$ cat src/rtl/spi_av_cmd_queue.sv
// spi_av_cmd_queue
// Avalon-MM slave front end for the SpeedSPI controller. CPU writes become
// per-channel control pulses, per-channel speed codes, or entries in a
// command FIFO that is drained by the SPI engine over a valid/ready handshake.
// A readable SPEED/STATUS space lets software poll queue state.
module spi_av_cmd_queue #(
  parameter int         CHANNELS   = 2,
  parameter int         FIFO_DEPTH = 8,
  parameter int         ADDR_W     = 16,
  parameter logic [1:0] SPEED_RST  = 2'd1,
  parameter int         CH_W       = (CHANNELS > 1) ? $clog2(CHANNELS) : 1
) (
  input  logic                  clk,
  input  logic                  rst_n,
  input  logic                  avs_s0_write,
  input  logic                  avs_s0_read,
  input  logic [ADDR_W-1:0]     avs_s0_address,
  input  logic [31:0]           avs_s0_writedata,
  output logic [31:0]           avs_s0_readdata,
  output logic                  close,
  output logic                  init_c,
  output logic                  init_p,
  output logic [CH_W-1:0]       pulse_ch,
  output logic [31:0]           init_len,
  output logic                  com_valid,
  input  logic                  com_ready,
  output logic [7:0]            com_cmd,
  output logic [23:0]           com_arg,
  output logic [CH_W-1:0]       com_ch,
  output logic [2*CHANNELS-1:0] speed
);

  localparam int PTR_W   = $clog2(FIFO_DEPTH);
  localparam int LVL_W   = PTR_W + 1;
  localparam int ENTRY_W = 32 + CH_W;
  localparam int UPPER_W = ADDR_W - 3 - CH_W;

  localparam logic [2:0] REG_COMMAND = 3'd1;
  localparam logic [2:0] REG_CLOSE   = 3'd3;
  localparam logic [2:0] REG_INIT    = 3'd4;
  localparam logic [2:0] REG_OPEN    = 3'd5;
  localparam logic [2:0] REG_SPEED   = 3'd6;
  localparam logic [2:0] REG_STATUS  = 3'd7;

  localparam logic [LVL_W-1:0] LVL_FULL = LVL_W'(FIFO_DEPTH);

  // Registers
  logic [31:0]           r_readdata;
  logic                  r_close;
  logic                  r_init_c;
  logic                  r_init_p;
  logic [CH_W-1:0]       r_pulse_ch;
  logic [31:0]           r_init_len;
  logic [2*CHANNELS-1:0] r_speed;
  logic                  r_overflow;
  logic [LVL_W-1:0]      r_level;
  logic [PTR_W-1:0]      r_rd_ptr;
  logic [PTR_W-1:0]      r_wr_ptr;
  logic [ENTRY_W-1:0]    r_mem [FIFO_DEPTH];

  // Address decode
  logic [2:0]       w_reg;
  logic [CH_W-1:0]  w_ch;
  logic             w_upper_zero;
  logic             w_ch_ok;
  logic             w_hit;
  logic             w_wr_hit;
  logic             w_wr_cmd;
  logic             w_wr_close;
  logic             w_wr_init;
  logic             w_wr_open;
  logic             w_wr_speed;
  logic             w_wr_status;

  assign w_reg        = avs_s0_address[2:0];
  assign w_ch         = avs_s0_address[3 +: CH_W];
  assign w_upper_zero = (avs_s0_address[ADDR_W-1 -: UPPER_W] == {UPPER_W{1'b0}});
  assign w_ch_ok      = (32'(w_ch) < 32'(CHANNELS));
  assign w_hit        = w_upper_zero && w_ch_ok;
  assign w_wr_hit     = avs_s0_write && w_hit;
  assign w_wr_cmd     = w_wr_hit && (w_reg == REG_COMMAND);
  assign w_wr_close   = w_wr_hit && (w_reg == REG_CLOSE);
  assign w_wr_init    = w_wr_hit && (w_reg == REG_INIT);
  assign w_wr_open    = w_wr_hit && (w_reg == REG_OPEN);
  assign w_wr_speed   = w_wr_hit && (w_reg == REG_SPEED);
  assign w_wr_status  = w_wr_hit && (w_reg == REG_STATUS);

  // FIFO control: a push into a full FIFO is accepted only when the head
  // leaves in the same cycle; otherwise it is dropped and flagged.
  logic               w_empty;
  logic               w_full;
  logic               w_pop;
  logic               w_push;
  logic               w_ovf_set;
  logic               w_ovf_clr;
  logic [ENTRY_W-1:0] w_head;

  assign w_empty   = (r_level == {LVL_W{1'b0}});
  assign w_full    = (r_level == LVL_FULL);
  assign w_pop     = !w_empty && com_ready;
  assign w_push    = w_wr_cmd && (!w_full || w_pop);
  assign w_ovf_set = w_wr_cmd && w_full && !w_pop;
  assign w_ovf_clr = w_wr_status && avs_s0_writedata[18];
  assign w_head    = r_mem[r_rd_ptr];

  // Read data selection
  logic [1:0]  w_speed_sel;
  logic [15:0] w_level16;
  logic [31:0] w_rdata;

  assign w_speed_sel = r_speed[{w_ch, 1'b0} +: 2];
  assign w_level16   = 16'(r_level);

  // Select the read value from pre-update state for the addressed register
  always_comb begin
    w_rdata = 32'd0;
    if (w_hit) begin
      case (w_reg)
        REG_SPEED:  w_rdata = {30'd0, w_speed_sel};
        REG_STATUS: w_rdata = {13'd0, r_overflow, w_full, w_empty, w_level16};
        default:    w_rdata = 32'd0;
      endcase
    end else begin
      w_rdata = 32'd0;
    end
  end

  // Capture read data on a read strobe; hold it until the next read
  always_ff @(posedge clk or negedge rst_n) begin
    if (!rst_n) begin
      r_readdata <= 32'd0;
    end else if (avs_s0_read) begin
      r_readdata <= w_rdata;
    end
  end

  // One-cycle control pulses with their channel and open length
  always_ff @(posedge clk or negedge rst_n) begin
    if (!rst_n) begin
      r_close    <= 1'b0;
      r_init_c   <= 1'b0;
      r_init_p   <= 1'b0;
      r_pulse_ch <= {CH_W{1'b0}};
      r_init_len <= 32'd0;
    end else begin
      r_close    <= w_wr_close;
      r_init_c   <= w_wr_init;
      r_init_p   <= w_wr_open;
      r_pulse_ch <= (w_wr_close || w_wr_init || w_wr_open) ? w_ch : {CH_W{1'b0}};
      r_init_len <= w_wr_open ? avs_s0_writedata : 32'd0;
    end
  end

  // Per-channel speed codes, held until rewritten
  always_ff @(posedge clk or negedge rst_n) begin
    if (!rst_n) begin
      r_speed <= {CHANNELS{SPEED_RST}};
    end else if (w_wr_speed) begin
      r_speed[{w_ch, 1'b0} +: 2] <= avs_s0_writedata[1:0];
    end
  end

  // Sticky overflow flag; a new overflow beats a same-cycle clear
  always_ff @(posedge clk or negedge rst_n) begin
    if (!rst_n) begin
      r_overflow <= 1'b0;
    end else if (w_ovf_set) begin
      r_overflow <= 1'b1;
    end else if (w_ovf_clr) begin
      r_overflow <= 1'b0;
    end else begin
      r_overflow <= r_overflow;
    end
  end

  // FIFO pointers and fill level; reset empties the queue
  always_ff @(posedge clk or negedge rst_n) begin
    if (!rst_n) begin
      r_rd_ptr <= {PTR_W{1'b0}};
      r_wr_ptr <= {PTR_W{1'b0}};
      r_level  <= {LVL_W{1'b0}};
    end else begin
      if (w_pop) begin
        r_rd_ptr <= r_rd_ptr + PTR_W'(1);
      end
      if (w_push) begin
        r_wr_ptr <= r_wr_ptr + PTR_W'(1);
      end
      case ({w_push, w_pop})
        2'b10:   r_level <= r_level + LVL_W'(1);
        2'b01:   r_level <= r_level - LVL_W'(1);
        default: r_level <= r_level;
      endcase
    end
  end

  // FIFO storage; contents are qualified by the level, so no reset needed
  always_ff @(posedge clk) begin
    if (w_push) begin
      r_mem[r_wr_ptr] <= {w_ch, avs_s0_writedata};
    end
  end

  assign avs_s0_readdata = r_readdata;
  assign close           = r_close;
  assign init_c          = r_init_c;
  assign init_p          = r_init_p;
  assign pulse_ch        = r_pulse_ch;
  assign init_len        = r_init_len;
  assign speed           = r_speed;
  assign com_valid       = !w_empty;
  assign com_cmd         = w_head[31:24];
  assign com_arg         = w_head[23:0];
  assign com_ch          = w_head[32 +: CH_W];

endmodule

$ cat config.mk
export PLATFORM = sky130hd
export DESIGN_NAME = spi_av_cmd_queue
export DESIGN_NICKNAME = d
export VERILOG_FILES = /design/src/rtl/spi_av_cmd_queue.sv
export SDC_FILE = /design/constraint.sdc
export NUM_CORES = 1
export LEC_CHECK = 0
export BUFFER_PORTS_ARGS = -buffer_cell sky130_fd_sc_hd__clkbuf_2
export CAP_MARGIN = 20
export CORE_ASPECT_RATIO = 1.4
export CORE_MARGIN = 1.5
export CORE_UTILIZATION = 60
export CTS_BUF_LIST = sky130_fd_sc_hd__clkbuf_8
export CTS_CLUSTER_SIZE = 25
export DETAILED_ROUTE_END_ITERATION = 16
export GPL_ROUTABILITY_DRIVEN = 1
export PLACE_DENSITY = 0.82
export REMOVE_ABC_BUFFERS = 1
export SYNTH_ARGS = -nofsm -noshare
export SYNTH_HDL_FRONTEND = slang
export SYNTH_SLANG_ARGS = --single-unit
$ cat constraint.sdc
create_clock -name clk -period 4.7 [get_ports clk]
set_clock_uncertainty 0.2 [all_clocks]
set_input_delay 0.47 -clock clk [delete_from_list [all_inputs] [get_ports clk]]
set_output_delay 0.47 -clock clk [all_outputs]
set_load 0.01 [all_outputs]
After elaboration in Yosys (flattened, before gate mapping)
Memories as Yosys holds them, arrays and structs flattened.
Index checks and enable logic that the tools add are counted.
{"block": "totals", "reg_bits": 83, "ram_bits": 264, "inputBits": 53, "out_inout_bits": 106, "wordCells": 61, "n_memories": 1}
{"memory": "r_mem", "words": 8, "width": 33, "read_ports": 1, "rd_ports_with_merged_regs": 0, "wr": 1, "line_no": "59", "rtl": "logic [ENTRY_W-1:0] r_mem [FIFO_DEPTH];"}
{"block": "op_classes", "add_sub_neg": 5, "eq_ne": 9, "n_shift": 3, "muxes": 10, "reduce_logical": 22}
{"operator": "case mux 19 bit (2 select lines)", "n": 1}
{"operator": "2-to-1 mux 32 bit", "n": 1}
{"operator": "2-to-1 mux 19 bit", "n": 1}
{"operator": "== test 3 bit (second input constant)", "n": 4}
{"operator": "logical AND 1 bit", "n": 12}
{"operator": "logical NOT 12 bit", "n": 1}
{"operator": "case mux 4 bit (2 select lines)", "n": 1}
{"operator": "adder 3 x 1 -> 3 bit (second input constant)", "n": 2}
{"operator": "2-to-1 mux 1 bit", "n": 5}
{"operator": "adder 4 x 1 -> 4 bit (second input constant)", "n": 1}
{"operator": "bitwise mux 4 bit", "n": 1}
{"operator": "== test 4 bit (second input constant)", "n": 1}
{"operator": "logical NOT 4 bit", "n": 1}
{"operator": "negation 2 -> 4 bit", "n": 1}
{"operator": "nonzero test 2 bit", "n": 2}
{"operator": "variable shift 2 x 4 -> 4 bit (first input constant)", "n": 1}
{"operator": "indexed part select 2 x 4 -> 4 bit", "n": 1}
{"operator": "indexed part select 4 x 3 -> 2 bit", "n": 1}
{"operator": "subtractor 4 x 1 -> 4 bit (second input constant)", "n": 1}
{"operator": "== test 3 x 1 -> 1 bit (second input constant)", "n": 1}
{"operator": "== test 3 x 2 -> 1 bit (second input constant)", "n": 1}
{"operator": "logical NOT 1 bit", "n": 3}
{"operator": "logical OR 1 bit", "n": 3}
{"operator": "== test 2 x 1 -> 1 bit (second input constant)", "n": 1}
{"operator": "== test 2 bit (second input constant)", "n": 1}

Depth between registers and ports, before layout
{"block": "depth", "ltp_word": 7, "ltp_mapped": 11, "depth_no_buf": 10}

Worst setup path before layout
No wires, ideal clock.
{"block": "synth_path", "path_kind": "input -> register", "start": "in avs_s0_address[9]", "end": "mem r_mem[1][0] (netlist bit), enable pin", "setup_time_ns": 0.464, "t_arrival_ns": 3.885, "required_ns": 4.036, "path_slack_ns": 0.151, "path_stages": 4, "path_buffers": 0, "cell_sequence": "or4_4 -> nor4_4 -> nand3_1 -> nor3_1"}
{"block": "synth_via", "elab_chain_len": 6}
{"element": "from (decl)", "line_no": "17", "rtl": "input logic [ADDR_W-1:0] avs_s0_address,"}
{"element": "logical NOT 12 bit", "line_no": "77", "rtl": "assign w_upper_zero = (avs_s0_address[ADDR_W-1 -: UPPER_W] == {UPPER_W{1'b0}});"}
{"element": "logical AND 1 bit", "line_no": "80", "rtl": "assign w_wr_hit = avs_s0_write && w_hit;"}
{"element": "logical AND 1 bit", "line_no": "81", "rtl": "assign w_wr_cmd = w_wr_hit && (w_reg == REG_COMMAND);"}
{"element": "logical AND 1 bit", "line_no": "101", "rtl": "assign w_push = w_wr_cmd && (!w_full || w_pop);"}
{"element": "2-to-1 mux 1 bit", "line_no": "199", "rtl": "if (w_push) begin"}
{"element": "2-to-1 mux 1 bit (not written as such)", "line_no": "200", "rtl": "r_mem[r_wr_ptr] <= {w_ch, avs_s0_writedata};"}
{"element": "to (decl)", "line_no": "59"}
Every way passes these cells.

Final worst setup path
{"block": "layout_path", "start": "reg r_rd_ptr[0]", "end": "out com_arg[18]"}
{"block": "layout_via", "elab_chain_len": 1}
{"element": "from (decl)", "line_no": "57", "rtl": "logic [PTR_W-1:0] r_rd_ptr;"}
{"element": "from (signal assigned)", "line_no": "179", "rtl": "r_rd_ptr <= {PTR_W{1'b0}};"}
{"element": "from (signal assigned)", "line_no": "184", "rtl": "r_rd_ptr <= r_rd_ptr + PTR_W'(1);"}
{"element": "memory read (8 x 33 bit)"}
{"element": "to (decl)", "line_no": "28", "rtl": "output logic [23:0] com_arg,"}
Every way passes these cells.

==> flow_summary.yaml <==
layout:
  stdcell_area_um2: 14300
  syn_to_final_growth_pct: 15.3
  fillCellCount: 1199
  final_cell_mix: "edfxtp_1 (264), clkbuf_2 (132), mux4_2 (66)"
  finalNonFillerCells: 1084
  n_antenna_cell: 0
  layout_commonest_cell: "edfxtp_1"
  final_net_count: 845
  layout-drive-gt1-share_pct: 39.4
floorplan:
  die_area_um2: 21600
  num_rows: 62
  num_io_pins: 159
  fp.dieW_um: 125
  core_area_um2: 20400
  initial_utilization_pct: 61.0
  die_h_um: 173
worst_setup_path:
  r2r-start: "r_level[1]"
  critPathArrivalTime_ps: 2830
  critPathMaxFanout: 28
  cp_slowest_cell: "dfrtp_4"
  endpoint: "com_arg[18]"
  required_ps: 4030
  end_kind: "primary output"
  crit_type: "register to primary output"
  worstReg2RegEnd: "r_mem[7][23]"
  rrSetupSlack_ps: 1910
  critPathLaunchType: "register"
  rr_worst_depth: 5
  max_stage_delay_ps: 770
  path_cells: "buf_4 -> mux4_2 -> mux2_2 -> clkbuf_2"
  startpoint: "r_rd_ptr[0]"
logic_synthesis:
  synth.yosys.warnings: 0
  yosys.area_share.simple_pct: 4.71
  synth_top_area_share_pct: 63.7
  yosysSeqAreaShare_pct: 75.4
  synth_compound_gate_area_share_pct: 0.925
  synth_xor_area_share_pct: 0.422
  synth-seq-cells: 322
  synth.largest_area_cell: "edfxtp_1"
  syn_inst: 611
  synthDistinctLibCells: 38
  synth_adder_area_share_pct: 0.302
  synthTopCellsByArea: "edfxtp_1 (64%), mux4_2 (12%), dfrtp_1 (11%)"
  netlist_area_um2: 12400
  synth.area.mux_share_pct: 15.8
  synth_top_family_by_area: "multiplexers"
  syn_avg_cell_area_um2: 20.4
drt:
  drc: 0
  vias: 6324
  wl_per_cell_um: 21.9
  first_pass_iters: 5
  routed_wl_um: 23700
  post_drt_via_cell_ratio: 5.83
  drtIter0Drc: 514
  ant_nets: 0
outcome:
  status: "complete, no violations"
grt:
  grt_first_pass_wirelength_um: 36800
  grt_antenna_before_repair: 0
  grt_max_degree: 69
  grtUsageTotal_pct: 22.3
  grt_pass1_vias: 6861
  globalRoute.totalOverflow: 0
timing:
  finalMaxSlewViolations: 0
  finalWorstPathRequiredPeriod_ps: 3500
  max_freq_mhz: 286
  setup_viol: 0
  final_hold_viol_count: 0
  whs_ps: 32.2
  worst_slew_pin_slew_ps: 989
  finalSetupTns_ps: 0
  rsz0062_at_grt: "no"
  period_share_pct: 74.4
  maxSlewHeadroom_pct: 34.1
power_and_ir_drop:
  internal-power_w: 0.00498
  p_seq_share_pct: 49.5
  p_sw_share_pct: 27.4
  switching_power_w: 0.00189
  power_w: 0.00687
  clkPwrFrac_pct: 28.4
  p_comb_share_pct: 22.1
  p_leak_nw: 5.31
  power_density_nw_per_um2: 479
  ir_worst_vdd_v: 0.000342
place:
  dp_hpwl_um: 14200
  dp.cells: 985
  place_area_um2: 13400
  gp_congestion: 0.847
  place.port_buffers: 133
cts:
  cts-root-buf: "clkbuf_8"
  numCtsBuffers: 47
  tritoncts: "built"
  path_clk_slew_ps: 70
  postCtsHoldBufs: 9
  cts_resized: 0
  clockBufferDepth: 3
  postCtsSetupRepairBufs: 0
  cts-htree-levels: 2
  clk_latency_ps: 550
  cts.sinks: 322
worst_hold_path:
  whs_path_depth: 1
  min_path_type: "primary input to register"
job:
  max_cap_violations: 0
worst min path at each step:
stage,startpoint,end,slack [ps]
CTS,avs_s0_writedata[5],r_mem[6][5],3
global placement,avs_s0_readdata[17],avs_s0_readdata[17],290
floorplan,rst_n,avs_s0_readdata[0],-30
global route,avs_s0_writedata[5],r_mem[6][5],30
detailed placement,avs_s0_readdata[17],avs_s0_readdata[17],300
finish,avs_s0_writedata[5],r_mem[6][5],30
cells by family (layout without fill, tap and decap cells):
family | count (synthesis) | in the layout
compound gates | 16 | 16
xor+xnor | 6 | 6
fa+ha+maj | 3 | 3
buf+inv | 54 | 247
flops | 322 | 322
mux | 109 | 109
other cells | 1 | 25
simple gates | 100 | 100
layer usage:
metal  track usage, %  up-vias  routed length (um)
li1                 -     2763                   -
met5                0        -                   0
met3             3.83       35                1300
met1             26.6     3276                8750
met4             7.76        0                 501
met2             40.9      250               13200
worst max-delay path: cells and delay by family, from the launching register on:
family                 cells  cell delay, ps
buffers and inverters      2             620
DFF                        1             770
muxes                      2             880
power groups by stage:
stage                     Sequential [W]  Clock, W  Combinational (W)
after floorplan                  0.00343         0            0.00107
after global placement           0.00347         0            0.00149
after detailed placement         0.00347         0            0.00153
after CTS                        0.00341   0.00199            0.00154
after global routing             0.00342   0.00210            0.00163
final                            0.00340   0.00195            0.00152
state kept, by name (all words and copies together), names as in the netlist:
name,cells
init_p,1
r_level,4
close,1
pulse_ch,1
r_mem,264
avs_s0_readdata,7
speed,4
r_overflow,1
r_rd_ptr,3
init_len,32
r_wr_ptr,3
init_c,1
Yosys cell counts (all sizes together):
library cell / number
o22ai: 1
nand2b: 4
nor4: 9
edfxtp: 264
nand3: 6
mux2: 39
o211ai: 1
and3: 1
conb: 1
mux4: 66
a31o: 1
buf: 35
dfstp: 2
or4: 4
a22oi: 2
o2bb2ai: 1
o31a: 1
o21ai: 5
ha: 3
or4bb: 1
clkbuf: 14
xnor2: 5
inv: 5
mux2i: 4
nor2: 10
nand3b: 1
nand4: 5
xor2: 1
dfrtp: 56
o41ai: 1
nor3: 8
a22o: 3
and2: 34
nand2: 15
or3: 2
layout make-up:
| class | instances | area, um^2 | share of cell area, % |
|---|---|---|---|
| clock inverters | 39 | 163 | 1.13 |
| well taps | 256 | 320 | 2.23 |
| clock buffers | 49 | 674 | 4.70 |
| inverters | 5 | 18.8 | 0.131 |
| flip-flops and latches | 322 | 9390 | 65.4 |
| multi-input cells | 259 | 2910 | 20.3 |
| repair buffers | 154 | 871 | 6.07 |
per-stage QoR:
step                      util (%)  worst slack, ps
final                         70.3             1200
after global routing          70.3             1000
after CTS                     70.1             1100
after detailed placement      65.6             1170
after global placement        65.6             1240
after floorplan                  -              151
No activity file was read; power rests on OpenSTA's default activity.
